### src/rtl/fetch_sequencer_pkg.sv
// Purpose: shared types and constants for the instruction-fetch sequencer.
// Latency: n/a (declarations only).
// Backpressure: n/a.
//
// Contents: fetch FSM state enum, next-PC source enum, halt/jump opcodes
// and instruction field-slice positions.
package fetch_sequencer_pkg;

    // Fetch sequencer states.
    typedef enum logic [2:0] {
        BOOT  = 3'd0,
        RUN   = 3'd1,
        STALL = 3'd2,
        FLUSH = 3'd3,
        HALT  = 3'd4
    } fetch_state_t;

    // Source chosen for the next program counter value.
    typedef enum logic [1:0] {
        SEL_HOLD   = 2'd0,
        SEL_SEQ    = 2'd1,
        SEL_BRANCH = 2'd2,
        SEL_JUMP   = 2'd3
    } pc_sel_t;

    // Opcode that stops fetch, and the J-type opcode of the ISA.
    localparam logic [5:0] HALT_OPCODE = 6'b111111;
    localparam logic [5:0] OPCODE_J    = 6'b000010;

    // Instruction field positions.
    localparam int OPCODE_MSB = 31;
    localparam int OPCODE_LSB = 26;
    localparam int INDEX_MSB  = 25;
    localparam int INDEX_LSB  = 0;

endpackage

### src/rtl/fetch_sequencer_if.sv
// Purpose: bundles the fetch sequencer's control, memory and IF/ID signals.
// Latency: n/a (wiring only).
// Backpressure: stall travels environment -> sequencer; no ready path back.
//
// master: the fetch sequencer (drives PC, memory address and IF/ID outputs).
// slave : the surrounding pipeline/memory (drives stall, redirects, imem data).
interface fetch_sequencer_if;

    // Control inputs to the sequencer.
    logic        stall;
    logic        branch_taken;
    logic [31:0] branch_target;
    logic        jump;
    logic [25:0] jump_index;

    // Instruction memory (combinational read).
    logic [31:0] imem_instr;
    logic [31:0] imem_addr;

    // Sequencer state visible to the pipeline.
    logic [31:0] current_pc;
    logic [31:0] if_instr;
    logic [31:0] if_pc;
    logic        if_valid;
    logic        halted;
    logic [31:0] fetch_count;

    modport master (
        input  stall,
        input  branch_taken,
        input  branch_target,
        input  jump,
        input  jump_index,
        input  imem_instr,
        output imem_addr,
        output current_pc,
        output if_instr,
        output if_pc,
        output if_valid,
        output halted,
        output fetch_count
    );

    modport slave (
        output stall,
        output branch_taken,
        output branch_target,
        output jump,
        output jump_index,
        output imem_instr,
        input  imem_addr,
        input  current_pc,
        input  if_instr,
        input  if_pc,
        input  if_valid,
        input  halted,
        input  fetch_count
    );

endinterface

### src/rtl/fetch_sequencer_next_pc_sel.sv
// Purpose: combinational priority select of the next program counter.
// Latency: zero cycles (pure combinational).
// Backpressure: advance=0 with no redirect selects hold.
//
// Ports: current_pc, branch_req/branch_target, jump_req/jump_index, advance
// in; next_pc and the chosen source (sel) out. Priority: branch > jump >
// sequential > hold. Requests arrive already qualified by FSM state.
module fetch_sequencer_next_pc_sel
    import fetch_sequencer_pkg::*;
#(
    parameter int PC_INC = 4
) (
    input  logic [31:0] current_pc,
    input  logic        branch_req,
    input  logic [31:0] branch_target,
    input  logic        jump_req,
    input  logic [25:0] jump_index,
    input  logic        advance,
    output logic [31:0] next_pc,
    output pc_sel_t     sel
);

    logic [31:0] pc_seq;
    logic [31:0] jump_target;

    // Modulo-2^32 increment; wrap past 32'hFFFF_FFFC is intentional.
    assign pc_seq = current_pc + 32'(PC_INC);

    // Byte-addressed cores keep the region bits of the delay-slot PC and
    // scale the index by 4; word-addressed cores splice the index in directly.
    generate
        if (PC_INC == 4) begin : g_byte_addr
            assign jump_target = {pc_seq[31:28], jump_index[INDEX_MSB:INDEX_LSB], 2'b00};
        end else begin : g_word_addr
            assign jump_target = {current_pc[31:26], jump_index[INDEX_MSB:INDEX_LSB]};
        end
    endgenerate

    always_comb begin
        next_pc = current_pc;
        sel     = SEL_HOLD;
        if (branch_req) begin
            // Branch belongs to the older instruction, so it wins over jump.
            next_pc = branch_target;
            sel     = SEL_BRANCH;
        end else if (jump_req) begin
            next_pc = jump_target;
            sel     = SEL_JUMP;
        end else if (advance) begin
            next_pc = pc_seq;
            sel     = SEL_SEQ;
        end
    end

endmodule

### src/rtl/fetch_sequencer.sv
// Purpose: owns the PC, addresses instruction memory, captures IF/ID; handles
//          stall, one-bubble branch/jump redirect, and halt.
// Latency: word at address A appears on if_instr one edge after current_pc=A.
// Backpressure: stall freezes PC, IF/ID and fetch_count; redirects override it.
//
// Ports: clk, reset (synchronous, active-low), fif (fetch_sequencer_if.master):
//   stall, branch_taken/branch_target, jump/jump_index, imem_instr in;
//   imem_addr, current_pc, if_instr, if_pc, if_valid, halted, fetch_count out.
module fetch_sequencer
    import fetch_sequencer_pkg::*;
#(
    parameter logic [31:0] RESET_PC = 32'h0000_0000,
    parameter int          PC_INC   = 4,
    parameter logic [5:0]  HALT_OP  = HALT_OPCODE
) (
    input  logic              clk,
    input  logic              reset,
    fetch_sequencer_if.master fif
);

    fetch_state_t state;

    logic [31:0] pc_q;
    logic [31:0] if_instr_q;
    logic [31:0] if_pc_q;
    logic        if_valid_q;
    logic        halted_q;
    logic [31:0] fetch_count_q;

    logic        branch_req;
    logic        jump_req;
    logic        advance;
    logic [31:0] next_pc;
    pc_sel_t     sel;
    logic        is_halt_word;

    // Which requests the current state is allowed to act on. BOOT ignores
    // everything; HALT only listens to branch (the halt was on a wrong path).
    assign branch_req = fif.branch_taken && (state != BOOT);
    assign jump_req   = fif.jump && (state != BOOT) && (state != HALT);
    assign advance    = !fif.stall &&
                        ((state == RUN) || (state == STALL) || (state == FLUSH));

    assign is_halt_word = (fif.imem_instr[OPCODE_MSB:OPCODE_LSB] == HALT_OP);

    fetch_sequencer_next_pc_sel #(
        .PC_INC (PC_INC)
    ) u_next_pc_sel (
        .current_pc    (pc_q),
        .branch_req    (branch_req),
        .branch_target (fif.branch_target),
        .jump_req      (jump_req),
        .jump_index    (fif.jump_index),
        .advance       (advance),
        .next_pc       (next_pc),
        .sel           (sel)
    );

    always_ff @(posedge clk) begin
        if (!reset) begin
            state         <= BOOT;
            pc_q          <= RESET_PC;
            if_instr_q    <= 32'h0;
            if_pc_q       <= 32'h0;
            if_valid_q    <= 1'b0;
            halted_q      <= 1'b0;
            fetch_count_q <= 32'h0;
        end else begin
            case (state)
                BOOT: begin
                    // One settling cycle: PC already holds RESET_PC.
                    state <= RUN;
                end
                default: begin
                    case (sel)
                        SEL_BRANCH, SEL_JUMP: begin
                            // Word currently on imem_instr is wrong-path:
                            // drop it, leaving a single bubble.
                            pc_q       <= next_pc;
                            if_valid_q <= 1'b0;
                            halted_q   <= 1'b0;
                            state      <= FLUSH;
                        end
                        SEL_SEQ: begin
                            pc_q          <= next_pc;
                            if_instr_q    <= fif.imem_instr;
                            if_pc_q       <= pc_q;
                            if_valid_q    <= 1'b1;
                            fetch_count_q <= fetch_count_q + 32'd1;
                            // The halt word itself is delivered to decode;
                            // fetching stops after it.
                            if (is_halt_word) begin
                                state    <= HALT;
                                halted_q <= 1'b1;
                            end else begin
                                state    <= RUN;
                            end
                        end
                        default: begin
                            // Hold: either parked in HALT or decode stalled.
                            if (state == HALT) begin
                                if_valid_q <= 1'b0;
                            end else begin
                                state <= STALL;
                            end
                        end
                    endcase
                end
            endcase
        end
    end

    assign fif.imem_addr   = pc_q;
    assign fif.current_pc  = pc_q;
    assign fif.if_instr    = if_instr_q;
    assign fif.if_pc       = if_pc_q;
    assign fif.if_valid    = if_valid_q;
    assign fif.halted      = halted_q;
    assign fif.fetch_count = fetch_count_q;

endmodule

### src/flat_wrapper.sv
// flat-port wrapper written by rule: the top's interface ports become plain ports
module fetch_sequencer_flat import fetch_sequencer_pkg::*;
#(
    parameter logic [31:0] RESET_PC = 32'h0000_0000,
    parameter int          PC_INC   = 4,
    parameter logic [5:0]  HALT_OP  = HALT_OPCODE
)
  (clk, reset, fif_stall, fif_branch_taken, fif_branch_target, fif_jump, fif_jump_index, fif_imem_instr, fif_imem_addr, fif_current_pc, fif_if_instr, fif_if_pc, fif_if_valid, fif_halted, fif_fetch_count);
  fetch_sequencer_if fif_i ();
  input  logic clk;
  input  logic reset;
  input wire logic [$bits(fif_i.stall)-1:0] fif_stall;
  input wire logic [$bits(fif_i.branch_taken)-1:0] fif_branch_taken;
  input wire logic [$bits(fif_i.branch_target)-1:0] fif_branch_target;
  input wire logic [$bits(fif_i.jump)-1:0] fif_jump;
  input wire logic [$bits(fif_i.jump_index)-1:0] fif_jump_index;
  input wire logic [$bits(fif_i.imem_instr)-1:0] fif_imem_instr;
  output wire logic [$bits(fif_i.imem_addr)-1:0] fif_imem_addr;
  output wire logic [$bits(fif_i.current_pc)-1:0] fif_current_pc;
  output wire logic [$bits(fif_i.if_instr)-1:0] fif_if_instr;
  output wire logic [$bits(fif_i.if_pc)-1:0] fif_if_pc;
  output wire logic [$bits(fif_i.if_valid)-1:0] fif_if_valid;
  output wire logic [$bits(fif_i.halted)-1:0] fif_halted;
  output wire logic [$bits(fif_i.fetch_count)-1:0] fif_fetch_count;
  assign fif_i.stall = fif_stall;
  assign fif_i.branch_taken = fif_branch_taken;
  assign fif_i.branch_target = fif_branch_target;
  assign fif_i.jump = fif_jump;
  assign fif_i.jump_index = fif_jump_index;
  assign fif_i.imem_instr = fif_imem_instr;
  assign fif_imem_addr = fif_i.imem_addr;
  assign fif_current_pc = fif_i.current_pc;
  assign fif_if_instr = fif_i.if_instr;
  assign fif_if_pc = fif_i.if_pc;
  assign fif_if_valid = fif_i.if_valid;
  assign fif_halted = fif_i.halted;
  assign fif_fetch_count = fif_i.fetch_count;
  fetch_sequencer #(.RESET_PC(RESET_PC), .PC_INC(PC_INC), .HALT_OP(HALT_OP)) u_core (.clk(clk), .reset(reset), .fif(fif_i));
endmodule
### config.mk
export PLATFORM = sky130hd
export DESIGN_NAME = fetch_sequencer_flat
export DESIGN_NICKNAME = d
export VERILOG_FILES = /design/src/rtl/fetch_sequencer_pkg.sv /design/src/rtl/fetch_sequencer_if.sv /design/src/rtl/fetch_sequencer_next_pc_sel.sv /design/src/rtl/fetch_sequencer.sv /design/src/flat_wrapper.sv
export SDC_FILE = /design/constraint.sdc
export NUM_CORES = 1
export LEC_CHECK = 0
export CAP_MARGIN = 30
export CORE_UTILIZATION = 44
export CTS_CLUSTER_DIAMETER = 50
export CTS_CLUSTER_SIZE = 16
export DETAILED_ROUTE_END_ITERATION = 8
export PLACE_DENSITY = 0.81
export SKIP_CTS_REPAIR_TIMING = 1
export SLEW_MARGIN = 20
export SYNTH_ARGS = -nofsm -noshare
export SYNTH_HDL_FRONTEND = slang
export SYNTH_SLANG_ARGS = --single-unit
### constraint.sdc
create_clock -name clk -period 2.4 [get_ports clk]
set_clock_uncertainty 0.05 [all_clocks]
set_input_delay 0.6 -clock clk [delete_from_list [all_inputs] [get_ports clk]]
set_output_delay 0.6 -clock clk [all_outputs]
set_load 0.005 [all_outputs]
# [After elaboration in Yosys (flattened, before gate mapping)]
# Cells that the tools add are included.
[totals] register_bits=133 output_inout_bits=162
[op_classes] add_sub_neg=2 n_eq_ne=12 n_mux=14 bitwise_logic=2 n_reduce_logical=19
[ops] op="$mux 32" n=3
[ops] op="$add 32x1->32 const B" n=1
[ops] op="$add 32x3->32 const B" n=1
[ops] op="$reduce_bool 3->1" n=3
[ops] op="$eq 3x2->1 const B" n=2
[ops] op="$eq 6x6->1 const B" n=1
[ops] op="$mux 3" n=2
[ops] op="$ne 3x3->1 const B" n=2
[ops] op="$pmux 3 s2" n=1
[ops] op="$reduce_and 3->1" n=2
[ops] op="$eq 2x2->1 const B" n=2
[ops] op="$logic_and 1x1->1" n=4
[ops] op="$mux 1" n=4
[ops] op="$mux 2" n=2
[ops] op="$ne 4x4->1 const B" n=1
[ops] op="$pmux 1 s2" n=2
[ops] op="$reduce_and 2->1" n=2
[ops] op="$reduce_or 2->1" n=2
[ops] op="$eq 3x1->1 const B" n=1
[ops] op="$eq 3x3->1 const B" n=1
[ops] op="$logic_not 3->1" n=1
[ops] op="$reduce_or 3->1" n=1
[ops] op="$eq 2x1->1 const B" n=1
[ops] op="$logic_or 1x1->1" n=2
[ops] op="other kinds (4)" n=5

# [Logic depth before layout (Yosys ltp)]
# Gate-level depths: netlist (run 1).
[logic_depth] word_depth=11 ltp_mapped=9

# [Hierarchy]
# From an unflattened synthesis (run 1), not the netlist that was laid out.
[hier_totals] cells_unflattened=849 hier_area_um2=6448.7
[by_module_without_submodules] mod="fetch_sequencer" n_inst=1 cells_per_inst=664 area_per_inst_um2=5307.6 seq_area_each_um2=2662.6
[by_module_without_submodules] mod="fetch_sequencer_next_pc_sel" n_inst=1 cells_per_inst=185 area_per_inst_um2=1141.1 seq_area_each_um2=0.0

# [Worst setup path after synthesis (run 1)]
# No wires, ideal clock.
[synth_path] path_kind="in2reg" from="in fif_jump" to="reg u_core.fetch_count_q[28], in the netlist u_core.fif.fetch_count[28]" setup_ns=0.070 arrival_ns=2.085 required_time_ns=2.280 path_slack_ns=0.195 stages=6 path_buffers=1 path_cell_list="nor2_2 -> nand4_4 -> or4_4 -> buf_6 -> or3_1 -> a21oi_1"
[synth_via] elab_chain_len=6
[synth_lines] item="from (decl)" line_no="flat_wrapper.sv:15" text="input wire logic [$bits(fif_i.jump)-1:0] fif_jump;"
[synth_lines] item="$logic_and 1x1->1 (2 in series)" line_no="fetch_sequencer.sv:40" text="assign jump_req = fif.jump && (state != BOOT) && (state != HALT);"
[synth_lines] item="$mux 2" line_no="fetch_sequencer_next_pc_sel.sv:46" text="end else if (jump_req) begin"
[synth_lines] item="$mux 2" line_no="fetch_sequencer_next_pc_sel.sv:42" text="if (branch_req) begin"
[synth_lines] item="$eq 2x1->1" line_no="fetch_sequencer.sv:75" text="case (sel)"
[synth_lines] item="$reduce_and 2->1 (no line)"
[synth_lines] item="to (signal assigned)" line_no="fetch_sequencer.sv:89" text="fetch_count_q <= fetch_count_q + 32'd1;"
[synth_lines] item="to (decl)" line_no="fetch_sequencer.sv:28" text="logic [31:0] fetch_count_q;"
# No other way between the ends.
# A chain may end at the register's enable or synchronous reset.

# [Final worst setup path (run 1)]
[layout_path] from="in fif_jump" to="reg u_core.fetch_count_q[24], in the netlist u_core.fif.fetch_count[24]"
# The elaborated chain is that of the path after synthesis.

==> key figures, run 1 <==
GRT
  • Met1 Usage GRT: 37.0%
  • Met2 capacity usage during global routing: 49.1%
  • First-pass GRT wire length: 34400 µm
  • Most Used Layer, Global Route: met2
  • Vias in the first global route: 6835
  • Largest net degree at the start of global routing: 97
  • Total grt overflow: 0
  • Initial antenna violation count: 0
  • M3 GR Usage: 8.22%
  • GRT Total Usage: 29.9%

Routing
  • Detailed Route Iter0 Violations: 607
  • Average via count per standard cell: 5.61
  • Routed WL: 22500 µm
  • Pre-antenna DRT Iters: 5
  • Vias: 7190
  • WL per Instance: 17.5 µm
  • # DRC: 0
  • Antenna Nets Post-Route: 0

Timing
  • Tightest Pin Transition: 0.468 ns
  • Min cycle time layout: 2.30 ns
  • Slew Viols, Final: 0
  • Fin. Hold Viols: 0
  • Setup Viol. Count Final: 0
  • Hold slack: 0.403 ns
  • Crit share post-route: 95.9%
  • Max Fclk: 435 MHz
  • RSZ-0062 raised after global routing: false
  • Max-slew headroom: 68.5%

Setup path
  • Crit end category: register
  • CP max stage cell: or4_4
  • Critical path data required time: 2.70 ns
  • Arr. time, crit path: 2.60 ns
  • Top delay family on crit path: simple AND/OR/NAND/NOR gates
  • Crit path cell chain: clkdlybuf4s50_1, nor2_2, nand4_4, or4_4, or3_1, a21oi_1
  • Critical Path Fanout Max: 11
  • Reg-to-reg slack, setup: 0.17 ns
  • Startpoint type of the worst setup path: primary input
  • Buf/Inv on CP: 1
  • Crit Path Class: in2reg
  • Worst path max stage delay: 0.61 ns

Status
  • Status: complete, no violations

Power
  • NetSw: 1.55 mW
  • Clock power share: 43.4%
  • Power Density: 622 mW/mm²
  • Internal power: 4.66 mW
  • Worst vdd ir: 0.480 mV
  • Leakage: 3.47 nW
  • Reg power frac: 38.5%
  • Logic pwr share: 18.1%
  • Net Sw Frac: 24.9%

Floorplan
  • Starting Density: 45.7%
  • Io pins: 257
  • Die W: 123 µm
  • Die Y: 123 µm
  • Core area: 0.0140 mm²
  • Site row count: 43
  • Die area: 0.0151 mm²

Yosys
  • Post-Syn Nets: 925
  • Post-Synthesis Mean Instance Area: 7.75 µm²
  • Area contributors post-synth: dfxtp_1, nand2_1, a21oi_1, buf_4, o21ai_0
  • Post-Syn Instances: 828
  • Flops & latches, synth: 133
  • Mapped Area: 0.00642 mm²
  • Synth warn: 0
  • Post-synth EDFFs: 0
  • Yosys top cell area share: 41.5%
  • Post-synth top area cell: dfxtp_1
  • Sequential area share after synthesis: 41.5%
  • Synth async-reset ratio: 0%
  • Unique cell type count in the Yosys netlist: 62
  • Most used DFF post-synth: dfxtp_1

Clocking
  • Clock Tree Root: clkbuf_16
  • H-tree depth: 4
  • Deepest clock path buffer count: 2
  • Clock Latency Late Sink: 0.42 ns
  • Clock Sinks: 133
  • CTS tree: built
  • CTS Buf Count: 17
  • Clock slew at reported path FFs: 0.06 ns

Finish
  • Antenna Diode Count: 0
  • Layout area overhead: 55.5%
  • Most frequent cells in the layout: clkdlybuf4s50_1, nand2_1, dfxtp_1
  • Post-Layout Cell Count: 1281
  • Nets: 1185
  • Layout cell share with drive strength beyond 1: 11.6%
  • Commonest non-fill, non-tap cell in the layout: clkdlybuf4s50_1

Run
  • Number of max-cap violations: 0

Placed design
  • Placed cell count: 1249
  • Routability Congestion: 0.927
  • PortBufs: 256
  • Detailed placement HPWL: 16000 µm

Worst hold path
  • HP Class: reg2reg
## cell usage after synthesis, types with 7 or more instances
cell / instances
a21oi_1: 108
o22ai_1: 10
nor3_1: 17
nand4_1: 17
nand2_1: 169
buf_4: 34
nor4_1: 8
inv_1: 12
xnor2_1: 16
a211oi_1: 10
o21ai_0: 39
a31oi_1: 14
xor2_1: 7
nand3_1: 30
or3_1: 21
clkbuf_1: 40
nor2_1: 52
dfxtp_1: 133
## cell type report
| class | instances | area (µm²) |
|---|---|---|
| sequential | 133 | 2660 |
| timing repair buffer | 329 | 3210 |
| fill | 1117 | 4060 |
| tap | 180 | 225 |
| multi-input combinational | 595 | 3230 |
| clock buffer | 25 | 495 |
| clock inverter | 7 | 118 |
| inverter | 12 | 46.3 |
## worst paths after layout
path	from	endpoint	cells after the start
worst max register to register	u_core.fif.fetch_count[8]	u_core.fif.fetch_count[25]	6
worst min-delay path	u_core.fif.if_instr[25]	u_core.fif.if_instr[25]	2
worst min register to register	u_core.fif.if_instr[25]	u_core.fif.if_instr[25]	2
worst max-delay path	fif_jump	u_core.fif.fetch_count[24]	6
## through the flow
stage	worst slack [ns]	power (mW)	area [µm²]	setup TNS (ns)	util, %
6_report	0.0989	6.21	9980	0	71.1
5_1_grt	0.0388	6.44	9980	0	71.1
4_1_cts	0.112	6.23	9980	0	71.1
3_5_place_dp	-0.311	3.53	9370	-5.14	66.7
3_3_place_gp	-0.264	3.52	9370	-3.49	66.7
2_1_floorplan	0.195	2.90	6420	0	-
## worst register-to-register path, cell delays in order, from the launching register on
cell     delay (ns)
dfxtp_1        0.43
and4_2         0.33
nand4_4        0.17
or4_4          0.61
buf_4          0.17
o21ai_0        0.20
a21oi_1        0.13
## power by group through the flow
stage | clock network [mW] | registers, mW | logic (mW)
after global placement | 0 | 2.43 | 1.09
after CTS | 2.73 | 2.39 | 1.11
after floorplan | 0 | 2.44 | 0.464
after detailed placement | 0 | 2.44 | 1.10
final | 2.70 | 2.39 | 1.12
after global routing | 2.84 | 2.40 | 1.20
## layer usage
metal  part of all wire (%)  vias up
li1                       -     3428
met1                     41     3345
met2                     49      371
met3                    8.1       46
met4                    2.1        0
met5                      0        -
## flip-flops by register name, summed over array words and instances (netlist names)
name,flops
u_core.fif.if_instr,32
u_core.fif.if_valid,1
u_core.fif.halted,1
u_core.fif.current_pc,32
u_core.state,3
u_core.fif.if_pc,32
u_core.fif.fetch_count,32
## cell families (layout without fill, tap and decap cells)
logic type | Yosys count | in the layout | synth area share [%]
multiplexers | 1 | 1 | 0.156
AND/OR/NAND/NOR | 347 | 347 | 26.0
buffers and inverters | 100 | 373 | 8.42
flip-flops | 133 | 133 | 41.5
AO/OA/AOI/OAI | 222 | 222 | 20.5
XOR/XNOR | 23 | 23 | 3.14
adder cells (fa/ha/maj) | 2 | 2 | 0.390
Power figures use the tool's default switching activity.
==> inputs of run 2 (changes only) <==
--- a/config.mk
+++ b/config.mk
@@ -6,11 +6,11 @@
 export NUM_CORES = 1
 export LEC_CHECK = 0
 export CAP_MARGIN = 30
-export CORE_UTILIZATION = 44
+export CORE_UTILIZATION = 40
 export CTS_CLUSTER_DIAMETER = 50
 export CTS_CLUSTER_SIZE = 16
 export DETAILED_ROUTE_END_ITERATION = 8
-export PLACE_DENSITY = 0.81
+export PLACE_DENSITY = 0.78
 export SKIP_CTS_REPAIR_TIMING = 1
 export SLEW_MARGIN = 20
 export SYNTH_ARGS = -nofsm -noshare
==> constraint.sdc (replaced) <==
create_clock -name clk -period 1.9 [get_ports clk]
set_clock_uncertainty 0.05 [all_clocks]
set_input_delay 0.475 -clock clk [delete_from_list [all_inputs] [get_ports clk]]
set_output_delay 0.475 -clock clk [all_outputs]
set_load 0.005 [all_outputs]
==> run 2 against run 1 <==
  * The run now ends with setup timing left
  * Hold slack is essentially flat
  * Core utilization grew 0.62 points
  * Register-to-register slack lost 0.23 ns
  * Critical endpoint is now u_core.fif.fetch_count[31]
==> key figures, run 2 (synthesized netlist as in run 1, its figures left out) <==
GRT
  • Vias in the first global route: 6889 (was 6835)
  • Total grt overflow: 0 (unchanged)
  • First-pass GRT wire length: 35000 µm (was 34400 µm)
  • Initial antenna violation count: 0 (unchanged)
  • Largest net degree at the start of global routing: 48 (was 97)
  • GRT Total Usage: 27.1% (was 29.9%)

Run
  • Number of max-cap violations: 0 (unchanged)

Timing
  • Crit share post-route: 103%
  • Max Fclk: 510 MHz
  • Fin. Hold Viols: 0 (unchanged)
  • Slew Viols, Final: 0 (unchanged)
  • Hold slack: 0.403 ns (about the same)
  • Max-slew headroom: 70.0% (was 68.5%)
  • Setup slack after layout: -0.0615 ns (was 0.0989 ns)
  • Tightest Pin Transition: 0.450 ns (was 0.468 ns)
  • Min cycle time layout: 1.96 ns
  • Setup TNS Final: -0.0635 ns (was 0 ns)
  • Setup Viol. Count Final: 2 (was 0)
  • RSZ-0062 raised after global routing: true (was false)

Setup path
  • Startpoint type of the worst setup path: register (was primary input)
  • Critical Path Fanout Max: 6 (was 11)
  • Top delay family on crit path: simple AND/OR/NAND/NOR gates (unchanged)
  • Crit end category: register (unchanged)
  • CP max stage cell: or4_4 (unchanged)
  • Crit Path Class: reg2reg (was in2reg)
  • Worst path max stage delay: 0.58 ns (was 0.61 ns)
  • Crit path cell chain: and4_4, nand4_4, or4_4, or4_4, a21oi_2 (was clkdlybuf4s50_1, nor2_2, nand4_4, or4_4, or3_1, a21oi_1)
  • Arr. time, crit path: 2.26 ns (was 2.60 ns)
  • Critical path data required time: 2.20 ns (was 2.70 ns)
  • Buf/Inv on CP: 0 (was 1)
  • Most used cell, CP: or4_4

Floorplan
  • Die W: 129 µm (was 123 µm)
  • Site row count: 45 (was 43)
  • Core area: 0.0154 mm² (was 0.0140 mm²)
  • Io pins: 257 (unchanged)
  • Die Y: 129 µm (was 123 µm)
  • Die area: 0.0166 mm² (was 0.0151 mm²)
  • Starting Density: 41.6% (was 45.7%)

Finish
  • Layout area overhead: 72.3% (was 55.5%)
  • Layout cell share with drive strength beyond 1: 25.3% (was 11.6%)
  • Number of fill cells in the layout: 1174 (was 1117)
  • Post-Layout Cell Count: 1395 (was 1281)
  • Commonest non-fill, non-tap cell in the layout: clkdlybuf4s50_1 (unchanged)
  • Antenna Diode Count: 0 (unchanged)
  • Most frequent cells in the layout: clkdlybuf4s50_1, nand2_1, buf_4 (was clkdlybuf4s50_1, nand2_1, dfxtp_1)
  • Finished layout cell area: 0.0111 mm² (was 0.00998 mm²)
  • Final Util: 71.7% (was 71.1%)
  • Nets: 1269 (was 1185)

Clocking
  • CTS tree: built (unchanged)
  • CTS Buf Count: 17 (unchanged)
  • Clock Latency Late Sink: 0.42 ns (about the same)
  • Clock slew at reported path FFs: 0.06 ns (about the same)
  • H-tree depth: 4 (unchanged)
  • Deepest clock path buffer count: 2 (unchanged)
  • Clock Sinks: 133 (unchanged)
  • Clock Tree Root: clkbuf_16 (unchanged)

Power
  • Worst vdd ir: 0.660 mV (was 0.480 mV)
  • Leakage: 4.94 nW (was 3.47 nW)
  • Total chip power: 7.67 mW (was 6.21 mW)
  • Power Density: 693 mW/mm² (was 622 mW/mm²)

Placed design
  • Dpl cell area: 0.00985 mm² (was 0.00937 mm²)
  • Post-Place Worst Slack: -0.610 ns (was -0.311 ns)
  • Routability Congestion: 0.926 (was 0.927)
  • Placed cell count: 1334 (was 1249)
  • Detailed placement HPWL: 16800 µm (was 16000 µm)
  • PortBufs: 256 (unchanged)

Routing
  • Average via count per standard cell: 5.51 (was 5.61)
  • Vias: 7693 (was 7190)
  • Pre-antenna DRT Iters: 5 (unchanged)
  • Max layer used: met4 (unchanged)
  • # DRC: 0 (unchanged)
  • Antenna Nets Post-Route: 0 (unchanged)
  • WL per Instance: 17.4 µm (was 17.5 µm)
  • Detailed Route Iter0 Violations: 712 (was 607)
  • Routed wl met2: 11800 µm (was 10900 µm)
  • M1 WL: 9930 µm (was 9260 µm)
  • Routed WL: 24300 µm (was 22500 µm)
  • DR WL met3: 1780 µm (was 1820 µm)

Status
  • Status: finished, violations left (was complete, no violations)
  • Failing checks: setup timing

Worst hold path
  • HP Class: reg2reg (unchanged)
[run 2: cell count changes in the layout (fill, tap and decap cells not counted), moves of 7 or more]
cell | previous run | this run
clkdlybuf4s50_1 | 256 | 193
buf_4 | 65 | 131
dfxtp_2 | 0 | 44
buf_6 | 0 | 19
dlymetal6s2s_1 | 0 | 63
dfxtp_1 | 133 | 78
dfxtp_4 | 0 | 11
nand3_1 | 30 | 23
[run 2: where the power goes]
group | switching (mW) | internal, mW | leakage, nW
Sequential | 0.121 | 2.91 | 1.11
Combinational | 0.704 | 0.897 | 3.57
Clock | 1.20 | 1.83 | 0.270
Total | 2.02 | 5.64 | 4.94
[run 2: worst min-delay path: stages, from the launching register on]
cell     delay, ns
dfxtp_1       0.30
nand2_1       0.05
a21oi_1       0.05
[run 2: layout make-up]
type	count	area (µm²)	area share, %
clock buffer	23	499	4.51
clock inverter	8	48.8	0.441
inverter	12	46.3	0.418
multi-input combinational	597	3440	31.1
sequential	133	2760	24.9
tap	211	264	2.39
timing repair buffer	411	4000	36.2
[run 2: layer usage]
| layer | vias to the layer above | track usage, % |
|---|---|---|
| met4 | 0 | 11.7 |
| met5 | - | 0 |
| met3 | 71 | 5.57 |
| met1 | 3618 | 34.7 |
| li1 | 3606 | - |
| met2 | 398 | 44.1 |
[run 2: worst paths after layout]
path                                 to                 startpoint  cells after the start  slack (ns)
max          u_core.fif.fetch_count[31]  u_core.fif.fetch_count[6]                      5       -0.06
min                u_core.fif.if_pc[23]       u_core.fif.if_pc[23]                      2        0.40
max reg2reg  u_core.fif.fetch_count[31]  u_core.fif.fetch_count[6]                      5       -0.06
min reg2reg        u_core.fif.if_pc[23]       u_core.fif.if_pc[23]                      2        0.40
==> inputs of run 3 (changes only) <==
--- a/config.mk
+++ b/config.mk
@@ -5,11 +5,13 @@
 export SDC_FILE = /design/constraint.sdc
 export NUM_CORES = 1
 export LEC_CHECK = 0
+export ABC_CLOCK_PERIOD_IN_PS = 1900
 export CAP_MARGIN = 30
 export CORE_UTILIZATION = 40
 export CTS_CLUSTER_DIAMETER = 50
 export CTS_CLUSTER_SIZE = 16
 export DETAILED_ROUTE_END_ITERATION = 8
+export GPL_ROUTABILITY_DRIVEN = 0
 export PLACE_DENSITY = 0.78
 export SKIP_CTS_REPAIR_TIMING = 1
 export SLEW_MARGIN = 20
==> run 3 against run 2 <==
  * The flow still finishes with violations (setup timing)
  * Core utilization grew 0.30 points
  * Largest cell class unchanged
  * Register-to-register slack worse by 0.02 ns
  * Die area unchanged
  * Sequential cell count is the same
  * Worst setup slack worse by 0.017 ns
  * Combinational power about the same
  * Clock power is 17% higher
  * Sequential power barely moved
  * Final cell count is 0.79% lower
==> key figures, run 3 (synthesized netlist as in run 1, its figures left out) <==
Floorplan
  • Die Y: 129 µm (unchanged)
  • Die W: 129 µm (unchanged)
  • Die area: 0.0166 mm² (unchanged)
  • Core area: 0.0154 mm² (unchanged)
  • Site row count: 45 (unchanged)
  • Io pins: 257 (unchanged)
  • Starting Density: 41.6% (unchanged)

Routing
  • Max layer used: met4 (unchanged)
  • DR WL met3: 2080 µm (was 1780 µm)
  • M1 WL: 9610 µm (was 9930 µm)
  • Routed WL: 24800 µm (was 24300 µm)
  • # DRC: 0 (unchanged)
  • Detailed Route Iter0 Violations: 676 (was 712)
  • Antenna Nets Post-Route: 0 (unchanged)
  • Vias: 7659 (was 7693)
  • WL per Instance: 17.9 µm (was 17.4 µm)
  • Average via count per standard cell: 5.53 (was 5.51)
  • Routed wl met2: 12200 µm (was 11800 µm)
  • Pre-antenna DRT Iters: 5 (unchanged)

Finish
  • Nets: 1256 (was 1269)
  • Most frequent cells in the layout: clkdlybuf4s50_1, nand2_1, buf_4 (unchanged)
  • Layout area overhead: 73.0% (was 72.3%)
  • Layout cell share with drive strength beyond 1: 25.0% (was 25.3%)
  • Commonest non-fill, non-tap cell in the layout: clkdlybuf4s50_1 (unchanged)

Timing
  • Fin. Hold Viols: 0 (unchanged)
  • Slew Viols, Final: 0 (unchanged)
  • Setup slack after layout: -0.0789 ns (was -0.0615 ns)
  • Crit share post-route: 104% (was 103%)
  • Setup TNS Final: -0.350 ns (was -0.0635 ns)
  • Tightest Pin Transition: 0.438 ns (was 0.450 ns)
  • RSZ-0062 raised after global routing: true (unchanged)
  • Max Fclk: 505 MHz (was 510 MHz)
  • Setup Viol. Count Final: 8 (was 2)
  • Min cycle time layout: 1.98 ns (was 1.96 ns)
  • Max-slew headroom: 70.5% (was 70.0%)

Setup path
  • Critical path data required time: 2.19 ns (was 2.20 ns)
  • Worst path max stage delay: 0.51 ns (was 0.58 ns)
  • Startpoint type of the worst setup path: register (unchanged)
  • Reg-to-reg slack, setup: -0.08 ns (was -0.06 ns)
  • Most used cell, CP: nand3_2 (was or4_4)
  • Crit Path Class: reg2reg (unchanged)
  • Critical Path Fanout Max: 6 (unchanged)
  • Crit end category: register (unchanged)
  • Reg2Reg Depth: 7 (was 5)
  • CP max stage cell: or4b_1 (was or4_4)
  • Crit path cell chain: buf_4, ha_4, nand3_2, nor4_4, nand3_2, or4b_1, a31oi_1 (was and4_4, nand4_4, or4_4, or4_4, a21oi_2)
  • Arr. time, crit path: 2.27 ns (was 2.26 ns)

Worst hold path
  • Hold path depth: 2 (unchanged)
  • HP Class: reg2reg (unchanged)

Power
  • NetSw: 2.10 mW (was 2.02 mW)
  • Internal power: 6.06 mW (was 5.64 mW)
  • Worst vdd ir: 0.731 mV (was 0.660 mV)
  • Leakage: 4.95 nW (was 4.94 nW)
  • Power Density: 735 mW/mm² (was 693 mW/mm²)
  • Reg power frac: 37.2% (was 39.6%)
  • Clock power share: 43.3% (was 39.5%)
  • Logic pwr share: 19.6% (was 20.9%)
  • Net Sw Frac: 25.8% (was 26.4%)

GRT
  • Largest net degree at the start of global routing: 56 (was 48)
  • First-pass GRT wire length: 35100 µm (was 35000 µm)
  • Vias in the first global route: 6955 (was 6889)
  • GRT Total Usage: 27.4% (was 27.1%)
  • Total grt overflow: 0 (unchanged)
  • Initial antenna violation count: 1 (was 0)

Clocking
  • Deepest clock path buffer count: 2 (unchanged)
  • Clock slew at reported path FFs: 0.06 ns (about the same)
  • Clock Latency Late Sink: 0.42 ns (about the same)
  • H-tree depth: 4 (unchanged)
  • CTS Buf Count: 17 (unchanged)
  • Clock Tree Root: clkbuf_16 (unchanged)
  • CTS tree: built (unchanged)
  • Clock Sinks: 133 (unchanged)

Status
  • Status: finished, violations left (unchanged)
  • Failing checks: setup timing (unchanged)

Placed design
  • Detailed placement HPWL: 16800 µm (about the same)
  • PortBufs: 256 (unchanged)
  • Post-Place Worst Slack: -0.618 ns (was -0.610 ns)

Run
  • Number of max-cap violations: 0 (unchanged)
==> run 3: changes by cell type in the layout (fill, tap and decap cells not counted), sizes merged <==
cell / delta
buf: -13
bufinv: +4
clkbuf: -3
clkdlybuf4s50: -2
dlymetal6s2s: +2
inv: +2
clkinv: -1
clkinvlp: -1
diode: +1
==> run 3: final cells by class <==
cell class / count / area [µm²]
repair buffers: 398 / 3930
clock inverters: 12 / 175
well taps: 211 / 264
inverters: 12 / 46.3
flip-flops and latches: 133 / 2760
diodes: 1 / 2.50
multi-input cells: 597 / 3480
fillers: 1130 / 4320
clock buffers: 20 / 457
==> run 3: routing by layer <==
| metal | vias to the layer above | GRT usage (%) |
|---|---|---|
| met2 | 441 | 46.2 |
| met3 | 88 | 6.61 |
| met4 | 0 | 11.8 |
| li1 | 3569 | - |
| met5 | - | 0 |
| met1 | 3561 | 33.2 |
==> run 3: critical path, delay by kind of cell, from the launching register on <==
| family | cells | cell delay (ns) |
|---|---|---|
| AOI/OAI and AO/OA | 1 | 0.17 |
| and+or+nand+nor | 4 | 1.01 |
| DFF | 1 | 0.38 |
| adders and majority gates | 1 | 0.15 |
| buffers and inverters | 1 | 0.12 |
==> run 3: worst paths after layout <==
kind / start / endpoint
max: u_core.fif.current_pc[2] / u_core.fif.current_pc[26]
min: u_core.fif.if_instr[10] / u_core.fif.if_instr[10]
max reg2reg: u_core.fif.current_pc[2] / u_core.fif.current_pc[26]
min reg2reg: u_core.fif.if_instr[10] / u_core.fif.if_instr[10]
==> run 3: through the flow <==
| step | power [mW] | hold WS [ns] | area (µm²) | util [%] | cells |
|---|---|---|---|---|---|
| CTS | 8.05 | 0.404 | 10500 | 67.8 | 1362 |
| global route | 8.42 | 0.418 | 11100 | 72.0 | 1383 |
| global placement | 4.51 | 0.390 | 9830 | 63.7 | 1330 |
| floorplan | 3.69 | 0.403 | 6520 | - | 828 |
| detailed placement | 4.53 | 0.396 | 9830 | 63.7 | 1330 |
| finish | 8.16 | 0.401 | 11100 | 72.0 | 1384 |
==> run 3: power by group through the flow <==
stage	logic, mW	clock network, mW	registers, mW
after floorplan	0.601	0	3.09
after global placement	1.44	0	3.07
after CTS	1.47	3.56	3.02
after detailed placement	1.45	0	3.07
final	1.60	3.53	3.03
after global routing	1.68	3.69	3.04
